==> src/rtl/serial_pkg.sv <==
// ============================================================================
// serial_pkg : shared types and helpers for the asynchronous serial TX
// Revision   : 1.0
// ============================================================================
`default_nettype none

package serial_pkg;

  typedef enum logic [2:0] {
    ST_IDLE   = 3'd0,
    ST_START  = 3'd1,
    ST_DATA   = 3'd2,
    ST_PARITY = 3'd3,
    ST_STOP   = 3'd4
  } t_tx_state;

  function automatic int max4(input int a, input int b, input int c, input int d);
    int m;
    m = a;
    if (b > m) m = b;
    if (c > m) m = c;
    if (d > m) m = d;
    return m;
  endfunction

  // Operand is zero-extended by the caller, which leaves the XOR reduction unchanged.
  function automatic logic calc_parity(input logic [31:0] data, input logic odd);
    return (^data) ^ odd;
  endfunction

endpackage

`default_nettype wire

==> src/rtl/serial_async_tx_ext_sync_fifo.sv <==
// ============================================================================
// sync_fifo : single-clock FIFO with occupancy output (power-of-two depth)
// Revision  : 1.0
// ============================================================================
`default_nettype none

module sync_fifo #(
  parameter int WIDTH = 8,
  parameter int DEPTH = 4
) (
  input  logic                       clk,
  input  logic                       rst,
  input  logic                       i_push,
  input  logic                       i_pop,
  input  logic [WIDTH-1:0]           i_data,
  output logic [WIDTH-1:0]           o_data,
  output logic                       o_full,
  output logic                       o_empty,
  output logic [$clog2(DEPTH+1)-1:0] o_level
);

  localparam int c_aw = $clog2(DEPTH);
  localparam int c_lw = $clog2(DEPTH+1);

  logic [WIDTH-1:0] r_mem [DEPTH];
  logic [c_aw-1:0]  r_wp;
  logic [c_aw-1:0]  r_rp;
  logic [c_lw-1:0]  r_level;
  logic             w_push;
  logic             w_pop;

  assign o_full  = (r_level == c_lw'(DEPTH));
  assign o_empty = (r_level == '0);
  assign w_push  = i_push && !o_full;
  assign w_pop   = i_pop && !o_empty;
  assign o_data  = r_mem[r_rp];
  assign o_level = r_level;

  always_ff @(posedge clk) begin
    if (w_push) r_mem[r_wp] <= i_data;
  end

  always_ff @(posedge clk) begin
    if (rst) begin
      r_wp    <= '0;
      r_rp    <= '0;
      r_level <= '0;
    end else begin
      if (w_push) r_wp <= r_wp + c_aw'(1);
      if (w_pop)  r_rp <= r_rp + c_aw'(1);
      case ({w_push, w_pop})
        2'b10:   r_level <= r_level + c_lw'(1);
        2'b01:   r_level <= r_level - c_lw'(1);
        default: r_level <= r_level;
      endcase
    end
  end

endmodule

`default_nettype wire

==> src/rtl/serial_async_tx_ext.sv <==
// ============================================================================
// serial_async_tx_ext : UART-style transmitter, baud tick in the main clock
// domain, ready/valid input, gapless frames. Optional input FIFO via the
// SERIAL_TX_FIFO_EN macro.
// Revision            : 1.0
// ============================================================================
`default_nettype none

module serial_async_tx_ext
  import serial_pkg::*;
#(
  parameter int   MAIN_CLK_HZ          = 50_000_000,
  parameter int   SERIAL_CLK_HZ        = 9_600,
  parameter logic SERIAL_DATA_INACTIVE = 1'b1,
  parameter int   BITS                 = 8,
  parameter int   START_BITS           = 1,
  parameter int   PARITY_BITS          = 0,
  parameter logic PARITY_ODD           = 1'b0,
  parameter int   STOP_BITS            = 1,
  parameter logic LOWBIT_FIRST         = 1'b1,
  parameter int   FIFO_DEPTH           = 4
) (
  input  logic                            in_clk,
  input  logic                            in_rst,
  input  logic                            in_valid,
  output logic                            out_ready,
  input  logic [BITS-1:0]                 in_parallel,
  output logic                            out_serial,
  output logic                            out_busy,
  output logic                            out_word_done,
  output logic [$clog2(FIFO_DEPTH+1)-1:0] out_fifo_level
);

  localparam int c_div    = MAIN_CLK_HZ / SERIAL_CLK_HZ;
  localparam int c_tick_w = (c_div > 1) ? $clog2(c_div) : 1;
  localparam int c_cnt_w  = $clog2(max4(BITS, START_BITS, PARITY_BITS, STOP_BITS)) + 1;

  generate
    if (c_div < 2) begin : g_div_chk
      $error("serial_async_tx_ext: MAIN_CLK_HZ / SERIAL_CLK_HZ must be at least 2");
    end
  endgenerate

  function automatic int phase_len(input t_tx_state s);
    case (s)
      ST_START:  return START_BITS;
      ST_DATA:   return BITS;
      ST_PARITY: return PARITY_BITS;
      ST_STOP:   return STOP_BITS;
      default:   return 0;
    endcase
  endfunction

  // ST_IDLE as a result means the frame has ended; the data phase is never empty.
  function automatic t_tx_state next_phase(input t_tx_state s);
    case (s)
      ST_IDLE:   return (START_BITS > 0) ? ST_START : ST_DATA;
      ST_START:  return ST_DATA;
      ST_DATA:   return (PARITY_BITS > 0) ? ST_PARITY : ((STOP_BITS > 0) ? ST_STOP : ST_IDLE);
      ST_PARITY: return (STOP_BITS > 0) ? ST_STOP : ST_IDLE;
      default:   return ST_IDLE;
    endcase
  endfunction

  function automatic logic line_level(input t_tx_state s, input logic [c_cnt_w-1:0] b,
                                      input logic [BITS-1:0] sh, input logic p);
    logic [BITS-1:0] t;
    t = LOWBIT_FIRST ? (sh >> b) : (sh << b);
    case (s)
      ST_START:  return 1'b0;
      ST_DATA:   return LOWBIT_FIRST ? t[0] : t[BITS-1];
      ST_PARITY: return p;
      ST_STOP:   return 1'b1;
      default:   return SERIAL_DATA_INACTIVE;
    endcase
  endfunction

  t_tx_state           r_state;
  logic [c_tick_w-1:0] r_tick;
  logic [c_cnt_w-1:0]  r_bit;
  logic [BITS-1:0]     r_shift;
  logic                r_par;
  logic                r_serial;

  t_tx_state           w_nxt_state;
  logic [c_tick_w-1:0] w_nxt_tick;
  logic [c_cnt_w-1:0]  w_nxt_bit;
  logic [BITS-1:0]     w_nxt_shift;
  logic                w_nxt_par;
  logic                w_tick_end;
  logic                w_bit_last;
  logic                w_frame_end;
  logic                w_load;
  logic [BITS-1:0]     w_load_data;

  assign w_tick_end  = (r_tick == c_tick_w'(c_div - 1));
  assign w_bit_last  = (r_bit == c_cnt_w'(phase_len(r_state) - 1));
  assign w_frame_end = (r_state != ST_IDLE) && w_tick_end && w_bit_last &&
                       (next_phase(r_state) == ST_IDLE);

`ifdef SERIAL_TX_FIFO_EN
  logic w_full;
  logic w_empty;

  assign out_ready = !in_rst && !w_full;
  assign w_load    = !w_empty && ((r_state == ST_IDLE) || w_frame_end);

  sync_fifo #(
    .WIDTH(BITS),
    .DEPTH(FIFO_DEPTH)
  ) u_fifo (
    .clk    (in_clk),
    .rst    (in_rst),
    .i_push (in_valid && out_ready),
    .i_pop  (w_load),
    .i_data (in_parallel),
    .o_data (w_load_data),
    .o_full (w_full),
    .o_empty(w_empty),
    .o_level(out_fifo_level)
  );
`else
  assign out_ready      = !in_rst && ((r_state == ST_IDLE) || w_frame_end);
  assign w_load         = in_valid && out_ready;
  assign w_load_data    = in_parallel;
  assign out_fifo_level = '0;
`endif

  always_comb begin
    w_nxt_state = r_state;
    w_nxt_tick  = r_tick;
    w_nxt_bit   = r_bit;
    w_nxt_shift = r_shift;
    w_nxt_par   = r_par;
    if ((r_state == ST_IDLE) || w_frame_end) begin
      if (w_load) begin
        w_nxt_state = next_phase(ST_IDLE);
        w_nxt_tick  = '0;
        w_nxt_bit   = '0;
        w_nxt_shift = w_load_data;
        w_nxt_par   = calc_parity(32'(w_load_data), PARITY_ODD);
      end else if (w_frame_end) begin
        w_nxt_state = ST_IDLE;
        w_nxt_tick  = '0;
        w_nxt_bit   = '0;
      end
    end else if (w_tick_end) begin
      w_nxt_tick = '0;
      if (w_bit_last) begin
        w_nxt_state = next_phase(r_state);
        w_nxt_bit   = '0;
      end else begin
        w_nxt_bit = r_bit + c_cnt_w'(1);
      end
    end else begin
      w_nxt_tick = r_tick + c_tick_w'(1);
    end
  end

  // The line level is registered from the next-state values so it changes with the state.
  always_ff @(posedge in_clk) begin
    if (in_rst) begin
      r_state  <= ST_IDLE;
      r_tick   <= '0;
      r_bit    <= '0;
      r_shift  <= '0;
      r_par    <= 1'b0;
      r_serial <= SERIAL_DATA_INACTIVE;
    end else begin
      r_state  <= w_nxt_state;
      r_tick   <= w_nxt_tick;
      r_bit    <= w_nxt_bit;
      r_shift  <= w_nxt_shift;
      r_par    <= w_nxt_par;
      r_serial <= line_level(w_nxt_state, w_nxt_bit, w_nxt_shift, w_nxt_par);
    end
  end

  assign out_serial    = r_serial;
  assign out_busy      = (r_state != ST_IDLE);
  assign out_word_done = w_frame_end;

endmodule

`default_nettype wire

==> config.mk <==
export PLATFORM = sky130hd
export DESIGN_NAME = serial_async_tx_ext
export DESIGN_NICKNAME = d
export VERILOG_FILES = /design/src/rtl/serial_pkg.sv /design/src/rtl/serial_async_tx_ext_sync_fifo.sv /design/src/rtl/serial_async_tx_ext.sv
export SDC_FILE = /design/constraint.sdc
export NUM_CORES = 1
export LEC_CHECK = 0
export ABC_AREA = 1
export CAP_MARGIN = 20
export CORE_MARGIN = 3
export CORE_UTILIZATION = 38
export DETAILED_ROUTE_END_ITERATION = 8
export MAX_ROUTING_LAYER = met4
export PLACE_DENSITY = 0.62
export SLEW_MARGIN = 10
export SYNTH_ARGS = -nofsm -noshare
export SYNTH_HDL_FRONTEND = slang
export SYNTH_SLANG_ARGS = --single-unit
==> constraint.sdc <==
create_clock -name in_clk -period 2.1 [get_ports in_clk]
set_input_delay 0.42 -clock in_clk [delete_from_list [all_inputs] [get_ports in_clk]]
set_output_delay 0.42 -clock in_clk [all_outputs]
set_load 0.02 [all_outputs]
# Yosys cells after proc, flatten, opt, wreduce, memory -nomap -nowiden
# Index checks and enable logic that the tools add are counted.
# totals
elab_cells	54
in_bits	11
out_inout_bits	7
register_bits	30
# classes
shift	1
n_reduce_logical	13
addsub	3
mux	21
n_eq_ne	10
# op_table
operator	count
$mux 13	4
$reduce_xor 32->1	1
$mux 4	5
$mux 8	2
$mux 3	5
$add 13x1->13 const B	1
$eq 13x13->1 const B	1
$eq 3x2->1 const B	4
$pmux 3 s3	1
$pmux 4 s2	1
$shr 8x4->1	1
$eq 3x1->1 const B	2
$logic_not 3->1	2
$logic_and 1x1->1	5
$add 4x1->4 const B	1
$eq 4x4->1	1
$reduce_or 2->1	2
$sub 4x2->4 const B	1
$eq 3x3->1 const B	1
$ne 3x3->1 const B	1
$pmux 1 s3	1
$reduce_bool 3->1	1
$mux 1	2
$logic_not 1->1	1
$logic_or 1x1->1	1

# Longest topological paths before layout
# logic_depth
depth_word	14
depth_mapped	15
ltp_nobuf	15

# Worst setup path before layout
# OpenSTA, ideal clock, no wires.
# synth_path
path_kind	register to register
startpoint	register r_tick[0]
endpoint	register r_serial (netlist: out_serial)
path_buffers	0
stages_incl_launch_ff	15
setup_ns	0.115
synth_period_minus_slack_ns	2.001
t_arrival_ns	1.886
slack_ns	0.099
cell_sequence	dfxtp_1 -> ha_1 -> nand2_2 -> nor2_2 -> nand3_4 -> nor2_4 -> nand3_2 -> nand2_4 -> inv_6 -> nor2_2 -> nand3_1 -> o21ai_1 -> o21ai_1 -> a21oi_1 -> nand2_1
# synth_via
elab_chain_len	11
elab_cells_between_ends	24
# synth_lines
element	line_no	rtl
start: declaration	serial_async_tx_ext.sv:79	logic [c_tick_w-1:0] r_tick;
start signal: assignment	serial_async_tx_ext.sv:171	r_tick <= w_nxt_tick;
$eq 13x13->1 (*)	serial_async_tx_ext.sv:96	assign w_tick_end = (r_tick == c_tick_w'(c_div - 1));
$logic_and 1x1->1 (*) (3 in a row)	serial_async_tx_ext.sv:98	assign w_frame_end = (r_state != ST_IDLE) && w_tick_end && w_bit_last &&
$logic_or 1x1->1 (*)	serial_async_tx_ext.sv:123	assign out_ready = !in_rst && ((r_state == ST_IDLE) || w_frame_end);
$logic_and 1x1->1 (*)	serial_async_tx_ext.sv:123	
via out_ready	serial_async_tx_ext.sv:26	output logic out_ready,
$logic_and 1x1->1 (*)	serial_async_tx_ext.sv:124	assign w_load = in_valid && out_ready;
$mux 8 (tied with other cells)	serial_async_tx_ext.sv:136	if (w_load) begin
$mux 8 (tied with other cells)	serial_async_tx_ext.sv:135	if ((r_state == ST_IDLE) || w_frame_end) begin
$shr 8x4->1 (tied with other cells)	serial_async_tx_ext.sv:68	t = LOWBIT_FIRST ? (sh >> b) : (sh << b);
$pmux 1 s3 (*)	serial_async_tx_ext.sv:69	case (s)
end signal: assignment	serial_async_tx_ext.sv:175	r_serial <= line_level(w_nxt_state, w_nxt_bit, w_nxt_shift, w_nxt_par);
end: declaration	serial_async_tx_ext.sv:83	logic r_serial;
# The timed path passes the listed nets; every way through them passes the cells marked *.
# A chain may end at the register's enable or synchronous reset.

# Final worst setup path
# layout_path
startpoint	register r_tick[1]
endpoint	output port out_ready
# layout_via
elab_chain_len	6
# layout_lines
element	line_no
$eq 13x13->1	serial_async_tx_ext.sv:96
$logic_and 1x1->1 (3 in a row)	serial_async_tx_ext.sv:98
$logic_or 1x1->1	serial_async_tx_ext.sv:123
$logic_and 1x1->1	serial_async_tx_ext.sv:123
end: declaration	serial_async_tx_ext.sv:26
# Every way passes these cells.

==> metrics.txt <==
Syn Area/Cell=6.91 sq um; Final Hold Viols=0; VDD IR max=0.000424 V; DRC violations left=0; clock skew=0.00876 ns; CP max FO=3; pwr dens=525 nW/um^2; CTS Sinks=30; Max H-tree Level=2; clk_lat worst skew=0.28 ns; Post-DP HPWL=3270 um; Most used DFF post-synth=dfxtp_1; crit share post-route=95.3%; async set or reset register ratio after synthesis=0%; number of buffers created by CTS=5; initial antenna violation count=0; Nets=333; critical path required time=1.68 ns; critical path type=reg -> out; gr ovfl total=0; HP Class=reg -> reg; die span in x=75.4 um; Pins Over Slew Limit=0; Total Routing Usage GR=17.4%; worst path arrival time=1.58 ns; via/cell ratio=4.94; outcome=completed; largest net degree at the start of global routing=12; post-DR wirelength/cell=11.7 um; number of max-cap violations=0; Placeable Area=about 4500 sq um; CP cell instances=ha_4 -> nand2_4 -> nor2_4 -> nand3_4 -> nor2_4 -> nand3_2 -> nand2_4 -> inv_6 -> nor2_4 -> buf_6; io pins=18; area delta synth->final=35.5%; Max Clk Rate=between 400 and 500 MHz; Final GP Congestion=0.818; CTS tree=done; number of global-route vias before repair=1682; Netlist cell types=36; first-pass GRT wire length=roughly 7400 um; most used cells in the layout excluding fill and tap cells=56 x nand2_1, 39 x buf_4, 27 x inv_1, 27 x dfxtp_1, 25 x nor2_1; Vias=1841; hold_ws=0.470 ns; Max Root-Sink Buffers=2; die area=5690 sq um; Final Core Density=55.1%; Critical Path Start Type=flip-flop; row count=24; Place WS=-0.198 ns; Die Height=75.4 um; synth warn=0; Synth Cell Area=1830 sq um; Starting Density=40.7%; hold buffer count at cts=0; number of synthesized flops with an enable pin=0; P_leak=between 0.9 and 1 nW; sequential area share after synthesis=about a third; Mapped Cells=265; count of state elements after synthesis=30; DRT iter0 DRCs=90; # port buffers=14; CP endpoint kind=output port; worst setup margin=0.0977 ns; Routed WL=4350 um; layout cell share with drive strength beyond 1=between 20 and 30%; commonest non-fill, non-tap cell in the layout=nand2_1; dpl cells=~360; Period minus WS final=2.00 ns; Post-Layout Cell Count=373; Sum Neg Setup Slack=0 ns; n_diodes=0; Final setup viols=0; DRT Pass-1 Iters=4; DRT antenna net count=0; CP max stage delay=between 0.3 and 0.4 ns; critical path's slowest cell=dfxtp_2; cell mode on critical path=nor2_4; CTS clk-pin slew, worst paths=0.06 ns; CTS root buf=clkbuf_8
-- final cells by class --
type,instances,area [sq um]
fill,431,2020
multi-input combinational,195,1140
sequential,30,604
timing repair buffer,55,454
inverter,33,129
clock buffer,7,86.3
tap,52,65.1
clock inverter,1,5.00
-- sequential cells by signal (all words and copies together), names as in the netlist --
register and flops:
r_state 3, out_serial 1, r_par 1, r_bit 4
r_shift 8, r_tick 13
-- cells by family (layout without fill, tap and decap cells) --
family / after synthesis / after routing / synth area share, %
other cells: 1 / 3 / 0.205
mux: 1 / 1 / 0.615
xor+xnor: 11 / 11 / 5.26
fa+ha+maj: 2 / 2 / 1.37
compound gates: 37 / 37 / 12.5
simple gates: 140 / 141 / 36.2
flops: 30 / 30 / 32.8
buf+inv: 43 / 96 / 11.1
-- synth_stat cells (3+ instances only) --
library cell  number  area share (%)
nand2_2            5             1.7
o21ai_2            4             1.9
buf_4              3             1.2
inv_2              4            0.82
dfxtp_1           30              33
nor2_1            28             5.7
xnor2_1            6             2.9
a221oi_1           3             1.4
nand2_1           58              12
inv_1             27             5.5
xor2_1             5             2.4
nor2_2             4             1.4
clkbuf_1           4            0.82
a21oi_1           19             5.2
o21ai_0            5             1.4
nand4_1            9             3.1
nand3_1           25             6.8
nor3_1             3            0.82
-- per-stage QoR --
| stage | power, W | instance area, sq um |
|---|---|---|
| after floorplan | 0.000733 | 1840 |
| after global placement | 0.000809 | 2270 |
| after detailed placement | 0.000808 | 2270 |
| after CTS | 0.00130 | 2390 |
| after global routing | 0.00136 | 2480 |
| final | 0.00130 | 2480 |
-- per-layer routing --
metal	wire (um)	up-vias	GRT usage (%)
li1	-	975	-
met1	2130	829	22.8
met2	1980	33	26.8
met3	198	4	4.35
met4	40	0	4.27
met5	0	-	-
-- repair_timing --
item,in CTS,in global routing
resized for setup,17,20
buffers inserted,0,1
gates cloned,1,0
pin swaps,0,9
setup endpoints to repair,4,6
-- final timing paths --
kind	start	endpoint	slack, ns	depth (start not counted)
setup reg to reg	r_tick[1]	out_serial	0.12	15
hold / removal	r_shift[1]	r_shift[1]	0.47	2
hold reg to reg	r_shift[1]	r_shift[1]	0.47	2
setup / recovery	r_tick[1]	out_ready	0.1	10
-- critical path: cells and delay by family (launching register included) --
kind          cells  cell delay (ns)
fa+ha+maj         1             0.15
flops             1             0.35
buf+inv           2             0.17
simple gates      7             0.64
-- power breakdown --
group          switching, W  leakage, nW  internal, W  total [W]
registers        0.00000585        0.245     0.000584   0.000590
logic              0.000122        0.698    0.0000964   0.000219
clock network      0.000229       0.0482     0.000264   0.000494
No activity file was read; power rests on OpenSTA's default activity.
